File: src/rtl/adder_pkg.sv
// ---------------------------------------------------------------------------
// adder_pkg
// Shared definitions for the nibble-serial adder sequencer.
//   - seqStateT : controller state encoding (IDLE / RUN / DONE)
//   - NIBBLE_W  : width of one slice handled by the shared adder
//   - cntWidth(): width of the nibble counter for a given slice count
// Optional feature macro used by the sequencer: ADDSUB_EN.
// ---------------------------------------------------------------------------
package adder_pkg;

    localparam int NIBBLE_W = 4;

    typedef enum logic [1:0] {
        ST_IDLE = 2'b00,
        ST_RUN  = 2'b01,
        ST_DONE = 2'b10
    } seqStateT;

    // Counter must reach nibbles-1; never narrower than one bit.
    function automatic int cntWidth(input int nibbles);
        return (nibbles > 1) ? $clog2(nibbles) : 1;
    endfunction

endpackage

File: src/rtl/adder_cl.sv
// ---------------------------------------------------------------------------
// adder_cl
// 4-bit carry-lookahead adder, purely combinational.
// Ports:
//   a, b : 4-bit addends
//   ci   : carry in
//   s    : 4-bit sum
//   co   : carry out of bit 3
// ---------------------------------------------------------------------------
module adder_cl (
    input  logic [3:0] a,
    input  logic [3:0] b,
    input  logic       ci,
    output logic [3:0] s,
    output logic       co
);

    logic [3:0] gen;
    logic [3:0] prop;
    logic [4:0] carry;

    assign gen  = a & b;
    assign prop = a ^ b;

    // Every carry is formed directly from generate/propagate terms so no
    // carry ripples through a previous stage.
    assign carry[0] = ci;
    assign carry[1] = gen[0] | (prop[0] & ci);
    assign carry[2] = gen[1] | (prop[1] & gen[0]) | (prop[1] & prop[0] & ci);
    assign carry[3] = gen[2] | (prop[2] & gen[1]) | (prop[2] & prop[1] & gen[0])
                    | (prop[2] & prop[1] & prop[0] & ci);
    assign carry[4] = gen[3] | (prop[3] & gen[2]) | (prop[3] & prop[2] & gen[1])
                    | (prop[3] & prop[2] & prop[1] & gen[0])
                    | (prop[3] & prop[2] & prop[1] & prop[0] & ci);

    assign s  = prop ^ carry[3:0];
    assign co = carry[4];

endmodule

File: src/rtl/adder_seq_ctrl.sv
// ---------------------------------------------------------------------------
// adder_seq_ctrl
// Adds two W-bit operands (W = 4*NIBBLES) one nibble per cycle on a single
// shared 4-bit carry-lookahead adder. Operands are captured on an accepted
// start; the nibble sums are shifted into an accumulator from the MSB end and
// the finished sum is registered on completion.
//
// Optional feature: define ADDSUB_EN to add a 'sub' input (a - b via a + ~b + 1,
// co = no-borrow) and an 'ovf' output (signed overflow of the W-bit result).
//
// Ports:
//   clock   : rising-edge clock
//   reset_n : asynchronous active-low reset, aborts any operation
//   start   : request, honoured only in IDLE or DONE
//   a, b    : W-bit operands, captured on accepted start
//   ci      : carry in, captured on accepted start
//   sub     : (ADDSUB_EN) subtract instead of add
//   s, co   : registered sum and final carry, updated only on completion
//   busy    : high while operation in progress
//   done    : one-cycle completion pulse
//   ovf     : (ADDSUB_EN) signed overflow, registered with s
// ---------------------------------------------------------------------------
module adder_seq_ctrl
    import adder_pkg::*;
#(
    parameter  int NIBBLES = 4,
    localparam int W       = NIBBLES * NIBBLE_W
) (
    input  logic         clock,
    input  logic         reset_n,
    input  logic         start,
    input  logic [W-1:0] a,
    input  logic [W-1:0] b,
    input  logic         ci,
`ifdef ADDSUB_EN
    input  logic         sub,
`endif
    output logic [W-1:0] s,
    output logic         co,
    output logic         busy,
`ifdef ADDSUB_EN
    output logic         ovf,
`endif
    output logic         done
);

    localparam int             CW   = cntWidth(NIBBLES);
    localparam logic [CW-1:0]  LAST = CW'(NIBBLES - 1);

    seqStateT        state;
    logic [W-1:0]    opa;
    logic [W-1:0]    opb;
    logic [W-1:0]    acc;
    logic            cr;
    logic [CW-1:0]   cnt;

    logic [NIBBLE_W-1:0] nibSum;
    logic                nibCo;
    logic [W-1:0]        accNext;
    logic [W-1:0]        opbLoad;
    logic                crLoad;

    adder_cl uAdder (
        .a  (opa[NIBBLE_W-1:0]),
        .b  (opb[NIBBLE_W-1:0]),
        .ci (cr),
        .s  (nibSum),
        .co (nibCo)
    );

    // The newest nibble enters at the top; after NIBBLES shifts the first
    // nibble has reached bit 0 and the accumulator holds the whole sum.
    assign accNext = {nibSum, acc[W-1:NIBBLE_W]};

`ifdef ADDSUB_EN
    // Subtraction is a + ~b + 1, reusing the same adder path.
    assign opbLoad = sub ? ~b   : b;
    assign crLoad  = sub ? 1'b1 : ci;

    // On the last nibble opa/opb bit 3 are the operand sign bits and
    // nibSum bit 3 is the result sign bit.
    logic ovfLast;
    assign ovfLast = (opa[NIBBLE_W-1] == opb[NIBBLE_W-1])
                  && (nibSum[NIBBLE_W-1] != opa[NIBBLE_W-1]);
`else
    assign opbLoad = b;
    assign crLoad  = ci;
`endif

    always_ff @(posedge clock or negedge reset_n) begin
        if (!reset_n) begin
            state <= ST_IDLE;
            opa   <= '0;
            opb   <= '0;
            acc   <= '0;
            cr    <= 1'b0;
            cnt   <= '0;
            s     <= '0;
            co    <= 1'b0;
            busy  <= 1'b0;
            done  <= 1'b0;
`ifdef ADDSUB_EN
            ovf   <= 1'b0;
`endif
        end else begin
            done <= 1'b0;
            case (state)
                ST_IDLE, ST_DONE: begin
                    if (start) begin
                        opa   <= a;
                        opb   <= opbLoad;
                        cr    <= crLoad;
                        cnt   <= '0;
                        state <= ST_RUN;
                        busy  <= 1'b1;
                    end else begin
                        state <= ST_IDLE;
                        busy  <= 1'b0;
                    end
                end
                ST_RUN: begin
                    acc <= accNext;
                    cr  <= nibCo;
                    opa <= {{NIBBLE_W{1'b0}}, opa[W-1:NIBBLE_W]};
                    opb <= {{NIBBLE_W{1'b0}}, opb[W-1:NIBBLE_W]};
                    cnt <= cnt + 1'b1;
                    if (cnt == LAST) begin
                        state <= ST_DONE;
                        busy  <= 1'b0;
                        done  <= 1'b1;
                        s     <= accNext;
                        co    <= nibCo;
`ifdef ADDSUB_EN
                        ovf   <= ovfLast;
`endif
                    end
                end
                default: begin
                    state <= ST_IDLE;
                    busy  <= 1'b0;
                end
            endcase
        end
    end

endmodule

File: config.mk
export PLATFORM = sky130hd
export DESIGN_NAME = adder_seq_ctrl
export DESIGN_NICKNAME = d
export VERILOG_FILES = /design/src/rtl/adder_pkg.sv /design/src/rtl/adder_cl.sv /design/src/rtl/adder_seq_ctrl.sv
export SDC_FILE = /design/constraint.sdc
export NUM_CORES = 1
export LEC_CHECK = 0
export CAP_MARGIN = 10
export CORE_AREA = 2 2 81 83
export DETAILED_ROUTE_END_ITERATION = 8
export DIE_AREA = 0 0 83 85
export GPL_TIMING_DRIVEN = 0
export PLACE_DENSITY_LB_ADDON = 0.15
export REMOVE_ABC_BUFFERS = 1
export SLEW_MARGIN = 20
export SYNTH_ARGS = -nofsm -noshare
export SYNTH_HDL_FRONTEND = slang
export SYNTH_HIERARCHICAL = 1
export SYNTH_SLANG_ARGS = --single-unit
File: constraint.sdc
create_clock -name clock -period 2.39 [get_ports clock]
set_clock_uncertainty 0.15 [all_clocks]
set_input_delay 0.717 -clock clock [delete_from_list [all_inputs] [get_ports clock]]
set_output_delay 0.717 -clock clock [all_outputs]
set_load 0.02 [all_outputs]
==> results by group <==
Logic synthesis
  • Library cell occupying the most area in the post-synthesis netlist: sky130_fd_sc_hd__dfrtp_1
  • Synth top area share: 54.0%
  • Gate count of the mapped netlist: 282
  • Most frequent cells after synthesis: sky130_fd_sc_hd__dfrtp_1, sky130_fd_sc_hd__nand2_1, sky130_fd_sc_hd__mux2i_1, sky130_fd_sc_hd__a21oi_1, sky130_fd_sc_hd__nor2b_1
  • Share of the yosys chip area belonging to registers: 54.0%
  • Dominant cells by area after synthesis: sky130_fd_sc_hd__dfrtp_1, sky130_fd_sc_hd__mux2i_1, sky130_fd_sc_hd__nand2_1, sky130_fd_sc_hd__a211oi_1, sky130_fd_sc_hd__mux2_4
  • Combined area of all synthesized cells: 3150 sq um
  • Flip-flop and latch count after synthesis: 68
  • Most frequently used cell type in the post-synthesis netlist: sky130_fd_sc_hd__dfrtp_1
  • Mean instance size in the synthesized netlist: 11.2 sq um
  • Number of enable-type register cells in the synthesized netlist: 0
  • Yosys warning count: 6
  • Share of synthesized flip-flops with an asynchronous set or reset: 100%
  • Primary flip-flop cell chosen by synthesis mapping: sky130_fd_sc_hd__dfrtp_1
  • Number of distinct library cells after synthesis: 32

STA
  • Min cycle time layout: 2.18 ns
  • Final Cycle Share: 91.2%
  • Setup TNS: 0 ns
  • RSZ-0062 raised after global routing: no
  • Max Clk Rate: 0.459 GHz
  • Min setup slack post-route: 0.211 ns
  • Total of endpoints with negative setup slack in the final report: 0
  • Count of endpoints failing hold in the final timing report: 0
  • Pin slew with the least headroom to its limit: 0.727 ns
  • Tightest slew margin relative to the limit: 51.5%
  • Worst hold-check slack: 0.0925 ns
  • Max-slew violations: 0

Critical path
  • Worst setup path class: register to output port
  • Slowest cell on crit path: sky130_fd_sc_hd__clkdlybuf4s50_1
  • Cell class contributing the biggest share of worst-path delay: buffers and inverters
  • Max stage delay on crit path: 0.61 ns
  • Cell Chain, Critical Path: clkdlybuf4s50_1
  • Worst Setup End Kind: output port
  • Crit path buffers/inverters: 1
  • Arrival time worst endpoint: 1.31 ns
  • Element type at the critical path start: register
  • Data required time at the worst endpoint: 1.52 ns
  • Highest net fanout along the worst path: 2

CTS
  • Clock tree from TritonCTS: built
  • Total of hold buffers inserted after clock tree synthesis: 0
  • Num Clock Sinks: 68
  • Cts bufs inserted: 9
  • Clock insertion delay at the later pin of the skew report: 0.34 ns
  • Root Driver: sky130_fd_sc_hd__clkbuf_8
  • Maximum buffer depth of the clock tree: 2
  • Clock transition at path regs: 0.07 ns
  • Number of levels in the clock H-tree: 3

Floorplan
  • CORE AREA: 6200 sq um
  • I/O pin total: 55
  • Die Y: 85 um
  • Starting utilization of the core area: 50.8%
  • Area of the die: 7060 sq um
  • Core Rows: 29
  • Die W: 83 um

Place
  • Count of buffers inserted at the top-level ports: 54
  • Area post-placement: 3700 sq um
  • Worst Setup Slack post-DPL: -0.564 ns
  • GPL Wtd Cong: 0.725
  • DPL Wire Length: 3760 um

Hold path
  • Worst min-delay path class: input port to asynchronous set/reset pin

Global routing
  • Number of global-route vias before repair: 2,130
  • Overall track demand over capacity in global routing: 17.8%
  • Initial antenna violation count: 0
  • Pin count of the biggest net entering global routing: 52
  • Final global-route overflow total: 0
  • Global-route wire length before repair: 10,000 um

Power and ir drop
  • Total power of the final layout: 5.31 mW
  • Total power divided by cell area: 1370 nW/um^2
  • Largest voltage drop on the vdd net: 0.665 mV
  • Leakage Power: 1.73 nW

Finish
  • Cell area after layout: 3870 sq um
  • Fill cell count: 513
  • Register Area: 1710 sq um
  • Proportion of layout cells with a drive suffix above 1: 11.7%
  • Antenna Diode Count: 0
  • Area growth from synthesis to layout: 22.7%
  • Net count of the finished layout: 370
  • Area of combinational cells with multiple inputs: 1330 sq um

Routing
  • Via density per instance: 5.29
  • Vias after detailed routing: 2,164
  • DRC marker count from the first detailed-route iteration: 97
  • Total DRC errors in the routed layout: 0
  • Detailed-route wire length: 5890 um
  • Detailed-routing iteration count for the pre-antenna-repair pass: 4
  • Antenna-violating nets left: 0
  • Wire length per cell: 14.4 um

Run status
  • Result of the run: completed

Flow run
  • Number of max-cap violations: 0
timing repair:
item / 4_1_cts / 5_1_grt
endpoints found under the setup margin: 33 / 23
gates cloned: 1 / 0
hold endpoints to repair: 0 / 0
resized for setup: 2 / 3
buffers inserted: 0 / 0
per-layer routing:
metal	wire [um]	part of all wire, %	vias to the layer above	track usage [%]
li1	-	-	1076	-
met1	2920	50	1028	24.0
met2	2630	45	49	27.6
met3	226	3.8	11	4.09
met4	112	1.9	0	8.05
met5	0	0	-	0
flip-flops by register name, summed over array words and instances, names as in the netlist:
name and flops:
co 1, opb 16, s 16, state 2, busy 1, opa 16
acc 12, cnt 2, done 1, cr 1
worst paths after layout:
| path | start | endpoint | slack [ns] | cells past startpoint |
|---|---|---|---|---|
| max in group asynchronous | reset_n | state[0]$_DFFE_PN0P_ | 1.45 | 2 |
| min | reset_n | s[0]$_DFFE_PN0P_ | 0.09 | 1 |
| max reg2reg | state[0]$_DFFE_PN0P_ | s[12]$_DFFE_PN0P_ | 0.29 | 3 |
| min in group clock | acc[7]$_DFFE_PN0P_ | acc[7]$_DFFE_PN0P_ | 0.33 | 2 |
| min reg2reg | acc[7]$_DFFE_PN0P_ | acc[7]$_DFFE_PN0P_ | 0.33 | 2 |
| max | s[13]$_DFFE_PN0P_ | s[13] | 0.21 | 1 |
layout by cell type (no fill, tap or decap), types with 5 or more instances in the layout:
master / instances
sky130_fd_sc_hd__clkbuf_8: 9
sky130_fd_sc_hd__nor2b_1: 16
sky130_fd_sc_hd__clkdlybuf4s50_1: 52
sky130_fd_sc_hd__mux2i_1: 20
sky130_fd_sc_hd__a22o_1: 5
sky130_fd_sc_hd__mux2_2: 10
sky130_fd_sc_hd__nand3_1: 5
sky130_fd_sc_hd__a21oi_1: 17
sky130_fd_sc_hd__nor2_1: 10
sky130_fd_sc_hd__o21ai_0: 6
sky130_fd_sc_hd__mux2_4: 8
sky130_fd_sc_hd__dfrtp_1: 66
sky130_fd_sc_hd__nand2_1: 36
sky130_fd_sc_hd__a211oi_1: 16
sky130_fd_sc_hd__inv_1: 7
sky130_fd_sc_hd__nor3_1: 8
sky130_fd_sc_hd__ha_1: 5
sky130_fd_sc_hd__o22ai_1: 8
power by group:
group	switching, mW	internal (mW)	total [mW]	leakage [nW]
sequential	0.511	1.71	2.22	0.834
combinational	1.12	1.19	2.31	0.820
clock	0.410	0.371	0.780	0.0735
metrics by stage:
stage	utilization, %	std cells
2_1_floorplan	-	261
3_3_place_gp	59.2	392
3_5_place_dp	59.6	393
4_1_cts	62.2	409
5_1_grt	62.4	409
6_report	62.4	409
cell type report:
type	count	area share (%)
inverters	7	0.679
repair buffers	55	14.5
flip-flops and latches	68	44.1
clock inverters	2	0.323
multi-input cells	187	34.3
well taps	77	2.49
clock buffers	13	3.59
cells by family (layout without fill, tap and decap cells):
group | after synthesis | after routing | share of synthesized area [%]
XOR/XNOR | 3 | 3 | 0.833
flip-flops | 68 | 68 | 54.0
multiplexers | 38 | 38 | 13.7
AO/OA/AOI/OAI | 58 | 58 | 12.0
adder cells (fa/ha/maj) | 6 | 6 | 2.62
buffers and inverters | 28 | 77 | 4.48
AND/OR/NAND/NOR | 81 | 82 | 12.4
Power figures use the tool's default switching activity.
